`src/rtl/ps2_pkg.sv`:
```
// Shared PS/2 definitions: prefix codes, frame geometry, event layout and frame FSM states.
// Pure declarations, no logic or latency of its own.
// No backpressure involved; imported by the frame receiver and the keyboard top.
package ps2_pkg;

    localparam logic [7:0] PS2_EXT       = 8'hE0;
    localparam logic [7:0] PS2_BRK       = 8'hF0;
    localparam int         PS2_FRAME_LEN = 11;

    typedef struct packed {
        logic       ext;
        logic       brk;
        logic [7:0] code;
    } ps2_ev_t;

    typedef enum logic [1:0] {
        FR_IDLE,
        FR_RX,
        FR_CHECK
    } frame_state_t;

    // Odd parity over data bits plus parity bit (frame bits 1..9).
    function automatic logic frame_parity_ok(input logic [PS2_FRAME_LEN-1:0] f);
        return ^f[9:1];
    endfunction

endpackage

```
`src/rtl/ps2_frame_rx.sv`:
```
// PS/2 frame receiver: synchronisers, glitch filter, frame FSM with timeout, byte strobe.
// Strobe is asserted in the CHECK cycle, one clock after the falling edge of the stop bit.
// No backpressure: bytes and error pulses are single-cycle and must be consumed on sight.
module ps2_frame_rx
    import ps2_pkg::*;
#(
    parameter int FILTER_LEN  = 8,
    parameter int TIMEOUT_CYC = 50000
) (
    input  logic       clk_i,
    input  logic       rst_n_i,
    input  logic       ps2c_i,
    input  logic       ps2d_i,
    output logic       byte_vld_o,
    output logic [7:0] byte_o,
    output logic       par_err_o,
    output logic       frm_err_o
);

    localparam int FW = $clog2(FILTER_LEN);
    localparam int TW = $clog2(TIMEOUT_CYC + 1);

    logic                     c_s1_q, c_s2_q, d_s1_q, d_s2_q;
    logic                     filt_q, filt_d, prev_q;
    logic [FW-1:0]            fcnt_q, fcnt_d;
    logic                     fall;
    frame_state_t             state_q, state_d;
    logic [PS2_FRAME_LEN-1:0] sh_q, sh_d;
    logic [3:0]               bcnt_q, bcnt_d;
    logic [TW-1:0]            tmo_q, tmo_d;

    // Filter counts consecutive samples that disagree with the current filtered level.
    always_comb begin
        filt_d = filt_q;
        fcnt_d = '0;
        if (c_s2_q != filt_q) begin
            if (fcnt_q == FW'(FILTER_LEN - 1)) begin
                filt_d = c_s2_q;
            end else begin
                fcnt_d = fcnt_q + 1'b1;
            end
        end
    end

    assign fall   = prev_q & ~filt_q;
    assign byte_o = sh_q[8:1];

    always_comb begin
        state_d    = state_q;
        sh_d       = sh_q;
        bcnt_d     = bcnt_q;
        tmo_d      = tmo_q;
        byte_vld_o = 1'b0;
        par_err_o  = 1'b0;
        frm_err_o  = 1'b0;
        unique case (state_q)
            FR_IDLE: begin
                tmo_d = '0;
                if (fall) begin
                    sh_d    = {d_s2_q, sh_q[PS2_FRAME_LEN-1:1]};
                    bcnt_d  = 4'd1;
                    state_d = FR_RX;
                end
            end
            FR_RX: begin
                if (fall) begin
                    sh_d  = {d_s2_q, sh_q[PS2_FRAME_LEN-1:1]};
                    tmo_d = '0;
                    if (bcnt_q == 4'(PS2_FRAME_LEN - 1)) begin
                        state_d = FR_CHECK;
                    end else begin
                        bcnt_d = bcnt_q + 4'd1;
                    end
                end else if (tmo_q == TW'(TIMEOUT_CYC - 1)) begin
                    state_d   = FR_IDLE;
                    frm_err_o = 1'b1;
                end else begin
                    tmo_d = tmo_q + 1'b1;
                end
            end
            FR_CHECK: begin
                state_d    = FR_IDLE;
                par_err_o  = ~frame_parity_ok(sh_q);
                frm_err_o  = sh_q[0] | ~sh_q[PS2_FRAME_LEN-1];
                byte_vld_o = ~par_err_o & ~frm_err_o;
            end
            default: state_d = FR_IDLE;
        endcase
    end

    always_ff @(posedge clk_i) begin
        if (!rst_n_i) begin
            c_s1_q  <= 1'b1;
            c_s2_q  <= 1'b1;
            d_s1_q  <= 1'b1;
            d_s2_q  <= 1'b1;
            filt_q  <= 1'b1;
            prev_q  <= 1'b1;
            fcnt_q  <= '0;
            state_q <= FR_IDLE;
            sh_q    <= '0;
            bcnt_q  <= '0;
            tmo_q   <= '0;
        end else begin
            c_s1_q  <= ps2c_i;
            c_s2_q  <= c_s1_q;
            d_s1_q  <= ps2d_i;
            d_s2_q  <= d_s1_q;
            filt_q  <= filt_d;
            prev_q  <= filt_q;
            fcnt_q  <= fcnt_d;
            state_q <= state_d;
            sh_q    <= sh_d;
            bcnt_q  <= bcnt_d;
            tmo_q   <= tmo_d;
        end
    end

endmodule

```
`src/rtl/ps2_kbd_rx.sv`:
```
// PS/2 keyboard receiver: E0/F0 prefix decoder, event FIFO and sticky error flags.
// Byte strobe to ev_valid is 2 clocks; head outputs are registered.
// Valid/ready output; when the FIFO is full and not popping, new events are dropped and err_ovf set.
module ps2_kbd_rx
    import ps2_pkg::*;
#(
    parameter int FILTER_LEN  = 8,
    parameter int FIFO_DEPTH  = 8,
    parameter int TIMEOUT_CYC = 50000
) (
    input  logic                        clk,
    input  logic                        rst_n,
    input  logic                        ps2c,
    input  logic                        ps2d,
    output logic                        ev_valid,
    input  logic                        ev_ready,
    output logic [7:0]                  ev_code,
    output logic                        ev_break,
    output logic                        ev_ext,
    output logic [$clog2(FIFO_DEPTH):0] ev_count,
    output logic                        err_parity,
    output logic                        err_frame,
    output logic                        err_ovf,
    input  logic                        clr_err
);

    localparam int AW = $clog2(FIFO_DEPTH);
    localparam int CW = AW + 1;

    logic       rx_vld, rx_par_err, rx_frm_err;
    logic [7:0] rx_byte;

    ps2_frame_rx #(
        .FILTER_LEN (FILTER_LEN),
        .TIMEOUT_CYC(TIMEOUT_CYC)
    ) u_rx (
        .clk_i     (clk),
        .rst_n_i   (rst_n),
        .ps2c_i    (ps2c),
        .ps2d_i    (ps2d),
        .byte_vld_o(rx_vld),
        .byte_o    (rx_byte),
        .par_err_o (rx_par_err),
        .frm_err_o (rx_frm_err)
    );

    logic    ext_q, ext_d, brk_q, brk_d, push_q, push_d;
    ps2_ev_t push_ev_q, push_ev_d;

    always_comb begin
        ext_d     = ext_q;
        brk_d     = brk_q;
        push_d    = 1'b0;
        push_ev_d = push_ev_q;
        if (rx_vld) begin
            if (rx_byte == PS2_EXT) begin
                ext_d = 1'b1;
            end else if (rx_byte == PS2_BRK) begin
                brk_d = 1'b1;
            end else begin
                push_d    = 1'b1;
                push_ev_d = '{ext: ext_q, brk: brk_q, code: rx_byte};
                ext_d     = 1'b0;
                brk_d     = 1'b0;
            end
        end
    end

    ps2_ev_t       mem_q [FIFO_DEPTH];
    ps2_ev_t       head_q, head_d;
    logic [AW-1:0] wr_ptr_q, rd_ptr_q, rd_nxt;
    logic [CW-1:0] cnt_q, cnt_d;
    logic          full, do_pop, do_push, ovf_set;

    assign ev_valid = (cnt_q != '0);
    assign full     = (cnt_q == CW'(FIFO_DEPTH));
    assign do_pop   = ev_valid & ev_ready;
    assign do_push  = push_q & (~full | do_pop);
    assign ovf_set  = push_q & full & ~do_pop;
    assign rd_nxt   = rd_ptr_q + 1'b1;

    // Head register tracks what mem[rd_ptr] will hold after this cycle's push/pop.
    always_comb begin
        cnt_d  = cnt_q + CW'(do_push) - CW'(do_pop);
        head_d = head_q;
        if (do_push && (cnt_q == '0 || (cnt_q == CW'(1) && do_pop))) begin
            head_d = push_ev_q;
        end else if (do_pop && cnt_q > CW'(1)) begin
            head_d = mem_q[rd_nxt];
        end
    end

    assign ev_code  = head_q.code;
    assign ev_break = head_q.brk;
    assign ev_ext   = head_q.ext;
    assign ev_count = cnt_q;

    always_ff @(posedge clk) begin
        if (do_push) begin
            mem_q[wr_ptr_q] <= push_ev_q;
        end
    end

    always_ff @(posedge clk) begin
        if (!rst_n) begin
            ext_q      <= 1'b0;
            brk_q      <= 1'b0;
            push_q     <= 1'b0;
            push_ev_q  <= '0;
            head_q     <= '0;
            wr_ptr_q   <= '0;
            rd_ptr_q   <= '0;
            cnt_q      <= '0;
            err_parity <= 1'b0;
            err_frame  <= 1'b0;
            err_ovf    <= 1'b0;
        end else begin
            ext_q      <= ext_d;
            brk_q      <= brk_d;
            push_q     <= push_d;
            push_ev_q  <= push_ev_d;
            head_q     <= head_d;
            cnt_q      <= cnt_d;
            if (do_push) wr_ptr_q <= wr_ptr_q + 1'b1;
            if (do_pop)  rd_ptr_q <= rd_nxt;
            // A new error in the same cycle as clr_err survives the clear.
            err_parity <= (err_parity & ~clr_err) | rx_par_err;
            err_frame  <= (err_frame & ~clr_err) | rx_frm_err;
            err_ovf    <= (err_ovf & ~clr_err) | ovf_set;
        end
    end

endmodule
```
`config.mk`:
```
export PLATFORM = sky130hd
export DESIGN_NAME = ps2_kbd_rx
export DESIGN_NICKNAME = d
export VERILOG_FILES = /design/src/rtl/ps2_pkg.sv /design/src/rtl/ps2_frame_rx.sv /design/src/rtl/ps2_kbd_rx.sv
export SDC_FILE = /design/constraint.sdc
export NUM_CORES = 1
export LEC_CHECK = 0
export ABC_AREA = 1
export BUFFER_PORTS_ARGS = -buffer_cell sky130_fd_sc_hd__buf_2
export CAP_MARGIN = 20
export CORE_ASPECT_RATIO = 0.6
export CORE_MARGIN = 2
export CORE_UTILIZATION = 50
export CTS_CLUSTER_SIZE = 28
export DETAILED_ROUTE_END_ITERATION = 12
export PLACE_DENSITY = 0.72
export SYNTH_ARGS = -nofsm -noshare
export SYNTH_HDL_FRONTEND = slang
export SYNTH_SLANG_ARGS = --single-unit
```
`constraint.sdc`:
```
create_clock -name clk -period 3.28 [get_ports clk]
set_input_delay 0 -clock clk [delete_from_list [all_inputs] [get_ports clk]]
set_output_delay 0 -clock clk [all_outputs]
set_load 0.02 [all_outputs]
```
# Word-level counts from Yosys, hierarchy flattened
# Memory sizes are Yosys's and may differ from the RTL's.
# Cells that the tools add are included.
[totals] mem_count=1 reg_bits=78 out_inout_bits=18 ramBits=80 wordCells=124 inputBits=6
[classes] n_addsub=7 bitwise=26 order_cmp=1 eq_ne=17 muxes=25 reduce_logical=21
[memory_table] memory="mem_q" words=8 word_bits=10 rd=1 rd_clocked_by_memory_dff=0 wr=1 line_no="ps2_kbd_rx.sv:69" rtl="ps2_ev_t mem_q [FIFO_DEPTH];"
[ops] cell="$mux W16" count=2
[ops] cell="$pmux W16 S2" count=1
[ops] cell="$mux W10" count=2
[ops] cell="$add A16 B1 Y16 const B" count=1
[ops] cell="$eq A16 B16 Y1 const B" count=1
[ops] cell="$eq A8 B8 Y1 const B" count=2
[ops] cell="$mux W4" count=3
[ops] cell="$not A1 Y1" count=12
[ops] cell="$mux W1" count=10
[ops] cell="$reduce_and A2 Y1" count=5
[ops] cell="$add A3 B1 Y3 const B" count=3
[ops] cell="$and A1 B1 Y1" count=9
[ops] cell="$reduce_xor A9 Y1" count=1
[ops] cell="$eq A4 B4 Y1 const B" count=2
[ops] cell="$mux W2" count=4
[ops] cell="$pmux W4 S2" count=1
[ops] cell="$reduce_and A3 Y1" count=2
[ops] cell="$reduce_or A3 Y1" count=2
[ops] cell="$or A1 B1 Y1" count=5
[ops] cell="$add A4 B1 Y4" count=1
[ops] cell="$add A4 B1 Y4 const B" count=1
[ops] cell="$eq A4 B1 Y1 const B" count=1
[ops] cell="$gt A4 B1 Y1 const B" count=1
[ops] cell="$logic_not A4 Y1" count=1
[ops] cell="other kinds (19)" count=24

# Longest topological paths before layout
# Gate-level depths: netlist of run 1.
[logic_depth] depth_word=7 depth_mapped=15 mapped_depth_nobuf=14

# Cells and area by module
# A second synthesis of run 1 with hierarchy kept.
[hier_totals] cells_unflattened=947 hier_area_um2=7604.8
[by_module_without_submodules] module="ps2_kbd_rx" n_inst=1 area_per_inst_um2=5173.7 cells_each=584 seq_area_each_um2=3123.0
[by_module_without_submodules] module="ps2_frame_rx" n_inst=1 area_per_inst_um2=2431.1 cells_each=363 seq_area_each_um2=840.8

# Worst setup path before layout of run 1
# OpenSTA, ideal clock, no wires.
[synth_timing] path_kind="register to register" start="register cnt_q[2], in the netlist ev_count[2]" end="memory mem_q[0][0] (netlist name) (enable)" period_less_slack_ns=2.250 stages_incl_launch_ff=11 n_path_buf=1 slack_ns=1.030 t_arrival_ns=1.874 t_required_ns=2.904 setup_ns=0.376 cell_sequence="dfxtp_1 -> inv_1 -> ha_1 -> nand2_2 -> nand2_2 -> nand2_1 -> nand2_2 -> inv_2 -> buf_6 -> nand2_1 -> nor2_1"
[synth_via] elab_chain_len=6 elab_cells_between_ends=8 classes_between="1 x eq/ne; 2 x mux; 4 x bitwise; 1 x reduce/logical"
[synth_lines] item="from (decl)" line_no="ps2_kbd_rx.sv:72" rtl="logic [CW-1:0] cnt_q, cnt_d;"
[synth_lines] item="from (signal assigned)" line_no="ps2_kbd_rx.sv:123" rtl="cnt_q <= cnt_d;"
[synth_lines] item="$reduce_bool A4 Y1" line_no="ps2_kbd_rx.sv:75" rtl="assign ev_valid = (cnt_q != '0);"
[synth_lines] item="named net ev_valid" line_no="ps2_kbd_rx.sv:15" rtl="output logic ev_valid,"
[synth_lines] item="$and A1 B1 Y1" line_no="ps2_kbd_rx.sv:77" rtl="assign do_pop = ev_valid & ev_ready;"
[synth_lines] item="$or A1 B1 Y1" line_no="ps2_kbd_rx.sv:78" rtl="assign do_push = push_q & (~full | do_pop);"
[synth_lines] item="$and A1 B1 Y1" line_no="ps2_kbd_rx.sv:78"
[synth_lines] item="$mux W1" line_no="ps2_kbd_rx.sv:99" rtl="if (do_push) begin"
[synth_lines] item="$mux W1 (implied by the code)" line_no="ps2_kbd_rx.sv:100" rtl="mem_q[wr_ptr_q] <= push_ev_q;"
[synth_lines] item="to (decl)" line_no="ps2_kbd_rx.sv:69"
# The timed path passes the listed nets, and every way through them passes these cells.

# Worst setup path in the final report of run 1
[layout_timing] start="register cnt_q[2], in the netlist ev_count[2]" end="memory mem_q[4][1] (netlist name) (enable)"
[layout_via] elab_chain_len=6 elab_cells_between_ends=8 classes_between="1 x eq/ne; 2 x mux; 4 x bitwise; 1 x reduce/logical"
[layout_lines] item="$reduce_bool A4 Y1 / $eq A4 B4 Y1 (equally long branches)" line_no="ps2_kbd_rx.sv:75, ps2_kbd_rx.sv:76"
[layout_lines] item="$and A1 B1 Y1 / $not A1 Y1 (equally long branches)" line_no="ps2_kbd_rx.sv:77, ps2_kbd_rx.sv:78"
[layout_lines] item="$or A1 B1 Y1 *" line_no="ps2_kbd_rx.sv:78"
[layout_lines] item="$and A1 B1 Y1 *" line_no="ps2_kbd_rx.sv:78"
[layout_lines] item="$mux W1 *" line_no="ps2_kbd_rx.sv:99"
[layout_lines] item="$mux W1 (implied by the code) *" line_no="ps2_kbd_rx.sv:100"
# Mark *: on every way between the ends. The rest lies on a longest branch, timed or not.

==> results.md, run 1 <==
- Hold_ws: between 0.1 and 0.15 ns
- WP data arrival: 2.49 ns
- Sequential area share after synthesis: 56.2%
- Mapped Cells: 771
- Cell Area, Synth: 0.00705 mm2
- Die Width: 157 um
- Maximum clock rate: 409 MHz
- Synth area leaders: edfxtp_1, dfxtp_1, nand2_1
- Cell with the most instances after synthesis: nand2_1
- Total core area: 0.0137 mm2
- Post-DR vias/cell: 5.49
- Clock transition at the registers of the reported paths: approximately 0.07 ns
- Diode count: 0
- Final setup margin: 0.837 ns
- Slew Viols, Final: 0
- Post-synth EDFFs: 80
- WP buf/inv: 2
- Post-synth top cells: nand2_1, nor2_1, edfxtp_1, dfxtp_1, nand3_1
- Async set-or-reset flop fraction in the synthesized netlist: 0%
- Fin Setup TNS: 0 ns
- Hpwl dp: 11.7 mm
- Main synth FF type: edfxtp_1
- Share of cells above drive strength 1: about 13%
- CP Data Required Time: 3.33 ns
- Most frequent CP cell: nand2_2
- First-pass DRT Iterations: 6
- CTS Hold Bufs: 4
- DP Worst Slack: 0.908 ns
- Synthesis-stage register bit count: 158
- Cell type with the largest total area after synthesis: edfxtp_1
- Cell Pwr Density: slightly below 700 mW/mm2
- Post-route DRC: 0
- Critical Path Max Stage Delay: 0.69 ns
- CTS tree: done
- Final hold viol count: 0
- Clock latency on the worst-skew pair: 0.42 ns
- Cell Area, Placed: 0.00727 mm2
- Total Routing Usage GR: 23.5%
- RSZ-0062 raised after global routing: false
- Worst path cell trace: inv_1 > ha_1 > nand2_2 > nand2_2 > nand2_1 > nand2_2 > inv_2 > nand2_1 > nor2_1
- WL/cell: 17.0 um
- Vias in the first global route: 4953
- Leak: slightly below 3 nW
- Kind of critical path: register to register
- Post-route ant nets: 0
- Clock buffer depth: 2
- Worst Setup Start Kind: register
- RePlAce Congestion: 0.984
- Ys Warns: 0
- Postcts setup bufs: 0
- First-pass GRT wire length: approximately 26 mm
- Final instance area: 0.00790 mm2
- CP max-delay cell: nor2_1
- Buffers added on ports: 23
- Area grow syn2layout: 12.0%
- H-tree levels: 4
- Yosys cell types: 42
- Setup violations, final: 0
- Setup crit end kind: register
- Die Area: 0.0151 mm2
- Rows: 33
- Worst-margin pin slew: 0.967 ns
- CP delay by family, top: simple AND/OR/NAND/NOR gates
- Total clock sinks: 158
- CTS Root Cell: clkbuf_16
- Drt initial violations: 636
- Maximum vdd drop: 0.000386 V
- Mean Syn Cell Area: a little over 9 um2
- Initial core utilization: about half
- Layout fillers: 1165
- Skew final: 0.0115 ns
- Total area of sequential cells: ~0.0040 mm2
- Die height: ~96 um
- Detailed-route via count: 5469
- Largest net degree at the start of global routing: 56
- Area occupied by multi-input gates: 0.00268 mm2
- Remaining global-route overflow: 0
- Max-cap violations: 0
- Relative slew margins: a little over a third
- Max FO, Critical Path: 11
- Initial antenna violation count: 0
- Final Net Count: 819
- Tmin final: about 2.4 ns
- Status: finished, final reports clean
- Top cell type's share of synthesized area: around a third
- Hold Path Class: input port to register
- Period utilization: 74.5%
- I/O pin count: 24
- Total CTS buffers: 17
- Syn Nets: 798
- Routed wire length: between 15 and 20 mm
- Post-CTS sizing: 0
==> tightest hold or removal path: cells and delay by family <==
kind	cells	cell delay (ns)
buffers and inverters	2	0.39
AND/OR/NAND/NOR	1	0.12
==> path summary, 6_finish.rpt <==
check	startpoint	end	slack [ns]	cells past startpoint
setup / recovery	ev_count[2]$_SDFF_PN0_	mem_q[4][1]$_DFFE_PP_	0.84	9
hold / removal	rst_n	u_rx.prev_q$_SDFF_PN1_	0.12	3
setup reg to reg	ev_count[2]$_SDFF_PN0_	mem_q[4][1]$_DFFE_PP_	0.84	9
hold reg to reg	u_rx.c_s1_q$_SDFF_PN1_	u_rx.c_s2_q$_SDFF_PN1_	0.42	1
==> power by group <==
group          total (mW)  internal [mW]  switching (mW)
registers            2.20           2.14          0.0582
clock network        1.97           1.13           0.839
logic                1.32          0.407           0.912
total                5.48           3.67            1.81
==> flip-flops by register name (all words and copies together) (netlist names), 2 cells and up <==
signal and cells:
mem_q 80, u_rx.tmo_q 16, u_rx.sh_q 11, push_ev_q 10, ev_code 8, ev_count 4, u_rx.bcnt_q 4, rd_ptr_q 3
u_rx.fcnt_q 3, wr_ptr_q 3, u_rx.state_q 2
==> cell type report <==
cell class / instances / share of cell area [%]
inverters: 65 / 3.12
repair buffers: 30 / 2.25
flip-flops and latches: 158 / 50.2
multi-input cells: 520 / 33.9
clock buffers: 19 / 5.88
well taps: 192 / 3.04
clock inverters: 13 / 1.57
==> layout by cell type (no fill, tap or decap), types with 4 or more instances in the layout <==
| cell | Yosys | final |
|---|---|---|
| nand2_1 | 141 | 141 |
| nor2_1 | 104 | 104 |
| edfxtp_1 | 80 | 80 |
| dfxtp_1 | 78 | 78 |
| nand3_1 | 67 | 67 |
| inv_1 | 58 | 59 |
| o21ai_0 | 55 | 55 |
| a21oi_1 | 36 | 36 |
| buf_2 | 11 | 23 |
| ha_1 | 20 | 20 |
| nand4_1 | 19 | 19 |
| clkbuf_16 | 0 | 18 |
| nand3b_1 | 11 | 11 |
| nand2_2 | 9 | 9 |
| nor3_1 | 9 | 9 |
| a21oi_2 | 8 | 8 |
| o22ai_1 | 7 | 7 |
| or2_2 | 6 | 6 |
| inv_2 | 5 | 5 |
| inv_6 | 0 | 5 |
| nor2_2 | 4 | 4 |
| dlygate4sd3_1 | 0 | 4 |
==> layer usage <==
layer | track usage [%] | up-vias | part of all wire (%)
li1 | - | 2642 | -
met1 | 34.8 | 2522 | 47
met2 | 33.1 | 273 | 40
met3 | 6.75 | 32 | 11
met4 | 7.88 | 0 | 1.8
met5 | 0 | - | 0
==> per-stage QoR <==
step / utilization (%) / power, mW / instances
after floorplan: - / 3.15 / 771
after global placement: 53.0 / 3.49 / 961
after detailed placement: 53.0 / 3.52 / 961
after CTS: 57.6 / 5.48 / 997
after global routing: 57.6 / 5.73 / 997
final: 57.6 / 5.48 / 997
==> kinds of logic after synthesis <==
family          synth area share, %
fa+ha+maj                      3.83
buf+inv                        5.78
compound gates                 8.82
simple gates                   24.6
flops                          56.2
xor+xnor                      0.728
(Power assumes the default switching activity.)
==> inputs of run 2 (changes only) <==
==> constraint.sdc (replaced) <==
create_clock -name clk -period 2.25 [get_ports clk]
set_input_delay 0 -clock clk [delete_from_list [all_inputs] [get_ports clk]]
set_output_delay 0 -clock clk [all_outputs]
set_load 0.02 [all_outputs]
==> run 2 against run 1 <==
Clock skew up 0.0011 ns; sequential share of layout area fell by 1.2 points; via count is 1.0% higher; clock-buffer cell count down 2; hold slack got worse by 0.013 ns; maximum frequency is 19% higher; final area up 2.5%; clock power increased by 47%; critical endpoint is now ev_count[2]$_SDFF_PN0_; largest cell class unchanged.
==> results.md, run 2 (synthesized netlist as in run 1, its figures left out) <==
- Status: finished, final reports clean
- Rows: 33
- Total clock sinks: 158
- Critical Path Max Stage Delay: 0.38 ns
- Relative slew margins: a little under three fifths
- Sw power: ~2.7 mW
- Diode count: 0
- Worst-margin pin slew: roughly 0.66 ns
- Combinational power share: 24.4%
- Clock power frac: 35.9%
- P_int: between 5 and 6 mW
- Final Net Count: roughly 840
- Most frequent cells in the layout: nand2_1, nor2_1, edfxtp_1
- CP max-delay cell: fa_1
- Initial core utilization: 51.4%
- Final core utilization: 59.0%
- Area occupied by multi-input gates: around 0.0027 mm2
- Worst Setup Start Kind: register
- Cell count of the worst reg-to-reg path: 13
- WL/cell: 16.0 um
- Die Area: 0.0151 mm2
- Clock transition at the registers of the reported paths: about 0.060 ns
- Fraction of power spent switching nets: about a third
- Post-DR vias/cell: 5.42
- Max-cap violations: 0
- CTS Root Cell: clkbuf_16
- Clock latency on the worst-skew pair: 0.43 ns
- Setup violations, final: 0
- Worst hold path depth: 3
- Setup crit end kind: register
- Post-route DRC: 0
- Hpwl dp: 11.2 mm
- Kind of critical path: register to register
- Die Width: 157 um
- Area grow syn2layout: 14.8%
- Share of cells above drive strength 1: 15.5%
- Max FO, Critical Path: 6
- Total Routing Usage GR: 23.7%
- Maximum vdd drop: 0.000735 V
- Reg2reg setup slack: 0.20 ns
- Sequential share of power: 39.8%
- Slew Viols, Final: 0
- Postcts setup bufs: 0
- Period utilization: 91.2%
- Commonest non-fill, non-tap cell in the layout: nand2_1
- Layout fillers: 1184
- I/O pin count: 24
- Initial antenna violation count: 0
- Total core area: 0.0137 mm2
- Final hold viol count: 0
- Cell Pwr Density: 1000 mW/mm2
- Max reg flops: 80
- Hold Crit Start: rst_n
- Hold EP: u_rx.tmo_q[14]$_SDFFE_PN0P_
- Largest net degree at the start of global routing: between 50 and 60
- Clock buffer depth: 2
- Largest regs: mem_q (80), u_rx.tmo_q (16), u_rx.sh_q (11)
- Die height: 96.0 um
- Total area of sequential cells: roughly 0.0040 mm2
- Most frequent CP cell: nand2_1
- CP Data Required Time: 2.56 ns
- Maximum clock rate: about 490 MHz
- Skew final: 0.0126 ns
- Post-route ant nets: 0
- Largest Register: mem_q
- Final setup margin: 0.199 ns
- RePlAce Congestion: between 0.9 and 1
- Routed wire length: 16.3 mm
- Tmin final: about 2 ns
- Drt initial violations: 583
- RSZ-0062 raised after global routing: false
- H-tree levels: 4
- Total CTS buffers: 17
- WP data arrival: 2.36 ns
- Worst reg2reg path startpoint: ev_count[2]$_SDFF_PN0_
- DP Worst Slack: 0.148 ns
- Vias in the first global route: approximately 5400
- Buffers added on ports: 23
- Hold Path Class: input port to register
- First-pass GRT wire length: 27.1 mm
- Leak: 3.05 nW
- R2r endpoint: ev_count[2]$_SDFF_PN0_
- First-pass DRT Iterations: 5
- Worst path cell trace: inv_1 > ha_2 > nand2_2 > nand2_4 > nand2_1 > nand2_2 > inv_2 > nand2_1 > nand2_1 > ha_1 > fa_1 > xnor2_1 > nor2_1
- CTS tree: done
- Remaining global-route overflow: 0
- Detailed-route via count: 5525
-- run 2: cell types whose count changed in the layout (fill, tap and decap cells not counted), moves of 2 or more --
cell	previous run	this run
inv_1	59	57
inv_4	3	1
clkinv_4	2	6
buf_4	3	25
-- run 2: repair_timing --
action | CTS | global route
gates resized for setup | 0 | 5
setup endpoints to repair | 0 | 3
endpoints found under the hold margin | 6 | 0
hold buffers | 4 | 0
-- run 2: worst max path at each step --
stage	start	end	slack (ns)	cells past startpoint
floorplan	ev_count[2]$_SDFF_PN0_	mem_q[0][0]$_DFFE_PP_	-0.0004	10
global placement	ev_count[2]$_SDFF_PN0_	ev_count[2]$_SDFF_PN0_	0.25	12
detailed placement	ev_count[2]$_SDFF_PN0_	ev_count[3]$_SDFF_PN0_	0.15	13
CTS	ev_count[2]$_SDFF_PN0_	ev_count[3]$_SDFF_PN0_	0.12	13
global route	ev_count[2]$_SDFF_PN0_	ev_count[3]$_SDFF_PN0_	0.02	13
finish	ev_count[2]$_SDFF_PN0_	ev_count[2]$_SDFF_PN0_	0.20	13
-- run 2: power groups by stage --
stage / logic [mW] / clock network (mW) / registers, mW
floorplan: 1.22 / 0 / 3.37
global placement: 1.86 / 0 / 3.26
detailed placement: 1.92 / 0 / 3.28
CTS: 1.95 / 2.93 / 3.22
global route: 2.21 / 3.07 / 3.23
finish: 1.97 / 2.90 / 3.22
-- run 2: critical path, delay by kind of cell, from the launching register on --
family | cells | cell delay, ns
simple gates | 7 | 0.52
buf+inv | 2 | 0.16
fa+ha+maj | 3 | 0.79
xor+xnor | 1 | 0.14
flops | 1 | 0.32
-- run 2: final cells by class --
cell class,instances,share of cell area (%)
tap,192,2.97
clock buffer,17,5.26
timing repair buffer,52,4.24
clock inverter,15,2.20
inverter,65,3.05
multi-input combinational,520,33.3
sequential,158,49.0
-- run 2: layer usage --
layer / up-vias / GRT usage, % / part of all wire, %
met5: - / 0 / 0
met4: 0 / 7.27 / 0.87
met3: 19 / 5.22 / 9.7
met2: 238 / 35.9 / 42
met1: 2581 / 34.3 / 47
li1: 2687 / - / -
-- run 2: stage by stage --
stage	hold slack [ns]	instance area, um2	instances	power, mW	setup TNS [ns]
finish	0.112	8090	1019	8.10	0
CTS	0.108	8080	1019	8.09	0
detailed placement	0.192	7430	983	5.20	0
global placement	0.184	7430	983	5.13	0
floorplan	0.107	7050	771	4.60	-0.0155
global route	0.169	8090	1019	8.51	0
==> inputs of run 3 (changes only) <==
--- a/config.mk
+++ b/config.mk
@@ -8,12 +8,14 @@
 export ABC_AREA = 1
 export BUFFER_PORTS_ARGS = -buffer_cell sky130_fd_sc_hd__buf_2
 export CAP_MARGIN = 20
+export CELL_PAD_IN_SITES_DETAIL_PLACEMENT = 0
+export CELL_PAD_IN_SITES_GLOBAL_PLACEMENT = 1
 export CORE_ASPECT_RATIO = 0.6
 export CORE_MARGIN = 2
-export CORE_UTILIZATION = 50
+export CORE_UTILIZATION = 48
 export CTS_CLUSTER_SIZE = 28
 export DETAILED_ROUTE_END_ITERATION = 12
-export PLACE_DENSITY = 0.72
+export PLACE_DENSITY = 0.85
 export SYNTH_ARGS = -nofsm -noshare
 export SYNTH_HDL_FRONTEND = slang
 export SYNTH_SLANG_ARGS = --single-unit
==> run 3 against run 2 <==
Final area fell by 0.51%; via count fell by 0.31%; hold slack got worse by 0.066 ns; sequential share of layout area rose by 0.25 points; utilization fell by 3.2 points; critical path depth fell by 2; register-to-register slack improved by 0.02 ns; routed wire length rose by 1.5%; clock-buffer cell count rose by 4; worst setup slack improved by 0.020 ns; critical path type unchanged; highest routed layer is now met5.
==> results.md, run 3 (synthesized netlist as in run 1, its figures left out) <==
- CTS tree: done
- P_int: 5.34 mW
- Total CTS buffers: 17
- Detailed-route via count: roughly 5500
- Period utilization: roughly nine tenths
- CTS Root Cell: clkbuf_16
- Buffers added on ports: 23
- Maximum vdd drop: 0.000650 V
- Total Routing Usage GR: between 20% and 30%
- Post-route ant nets: 0
- RePlAce Congestion: around 0.82
- Area grow syn2layout: 14.2%
- Most frequent cells in the layout: nand2_1, nor2_1, edfxtp_1
- Max-cap violations: 0
- Largest regs: mem_q (80), u_rx.tmo_q (16), u_rx.sh_q (11)
- Largest net degree at the start of global routing: 56
- Clock latency on the worst-skew pair: 0.42 ns
- Final setup margin: 0.218 ns
- Final Net Count: 840
- Slew Viols, Final: 0
- Die Area: 0.0157 mm2
- Sw power: 2.50 mW
- Total area of sequential cells: 0.00396 mm2
- Max reg flops: 80
- Clock buffer depth: 2
- Fraction of power spent switching nets: 31.9%
- Worst-margin pin slew: approximately 0.6 ns
- Final hold viol count: 0
- Rows: 34
- Status: finished, final reports clean
- Layout fillers: around 1300
- Cell Pwr Density: 974 mW/mm2
- Combinational power share: between 20% and 30%
- Drt initial violations: 527
- Overall Power: slightly below 8 mW
- Total core area: between 0.01 and 0.015 mm2
- Max FO, Critical Path: 6
- Maximum clock rate: 492 MHz
- WL/cell: 16.2 um
- Area occupied by multi-input gates: 0.00269 mm2
- Fin Setup TNS: 0 ns
- Sequential share of power: 41.1%
- Post-route DRC: 0
- Clock transition at the registers of the reported paths: 0.07 ns
- H-tree levels: 4
- Vias in the first global route: 5359
- Commonest non-fill, non-tap cell in the layout: nand2_1
- Share of cells above drive strength 1: approximately 15%
- RSZ-0062 raised after global routing: false
- Hold Path Class: input port to register
- Post-DR vias/cell: 5.38
- Tmin final: 2.03 ns
- Setup crit end kind: register
- Hold_ws: 0.0456 ns
- I/O pin count: 24
- Die height: 97.9 um
- DP Worst Slack: 0.0961 ns
- Final core utilization: 55.8%
- First-pass DRT Iterations: 5
- Setup violations, final: 0
- Remaining global-route overflow: 0
- Worst Setup Start Kind: register
- Relative slew margins: between 50% and 60%
- CP Data Required Time: about 2.6 ns
- Placed cells: 987
- Total clock sinks: between 150 and 200
- Initial core utilization: between 40 and 50%
- First-pass GRT wire length: ~27 mm
- Hpwl dp: 11.4 mm
- Largest Register: mem_q
- Die Width: 160 um
- Kind of critical path: register to register
- Routed wire length: 16.5 mm
- Final instance area: 0.00805 mm2
- Diode count: 0
- Leak: 3.04 nW
- WP data arrival: 2.34 ns
- Clock power frac: 34.6%
- Initial antenna violation count: 0
- Final Non-Filler Cells: between 1000 and 1500
- Skew final: approximately 0.012 ns
- Cell Area, Placed: roughly 0.0074 mm2
## run 3: timing repair
action,CTS,global route
endpoints found under the hold margin,6,0
buffers inserted,0,1
hold buffers,4,0
resized for setup,0,2
setup endpoints to repair,0,3
## run 3: power groups by stage
stage	Sequential [mW]	Clock, mW	Combinational [mW]
detailed placement	3.27	0	1.88
floorplan	3.37	0	1.22
CTS	3.21	2.75	1.89
global placement	3.27	0	1.84
global route	3.24	2.89	2.12
finish	3.22	2.71	1.91
## run 3: per-layer routing
layer | vias to the layer above | share of wire [%] | global-route usage, %
met5 | - | 0.40 | 3.03
met4 | 2 | 1.1 | 5.82
met3 | 17 | 7.4 | 5.99
met2 | 164 | 41 | 31.7
met1 | 2637 | 50 | 32.5
li1 | 2688 | - | -
## run 3: cell type report
type / count / area share [%]
inverter: 65 / 3.06
sequential: 158 / 49.2
multi-input combinational: 520 / 33.4
tap: 198 / 3.08
clock buffer: 21 / 6.11
timing repair buffer: 51 / 4.16
clock inverter: 11 / 0.932
## run 3: path summary, 6_finish.rpt
kind	startpoint	to	slack (ns)	cells past startpoint
setup reg to reg	ev_count[2]$_SDFF_PN0_	ev_count[2]$_SDFF_PN0_	0.22	11
hold / removal	rst_n	push_q$_SDFF_PP0_	0.05	3
setup / recovery	ev_count[2]$_SDFF_PN0_	ev_count[2]$_SDFF_PN0_	0.22	11
hold reg to reg	u_rx.d_s1_q$_SDFF_PN1_	u_rx.d_s2_q$_SDFF_PN1_	0.42	1
## run 3: worst max-delay path: stages, from the launching register on
cell     delay, ns
dfxtp_1       0.31
inv_1         0.10
ha_1          0.19
nand2_2       0.07
nand2_2       0.11
inv_1         0.10
nand2_1       0.15
nand2_1       0.08
ha_1          0.22
fa_1          0.39
xnor2_1       0.14
nor2_1        0.05
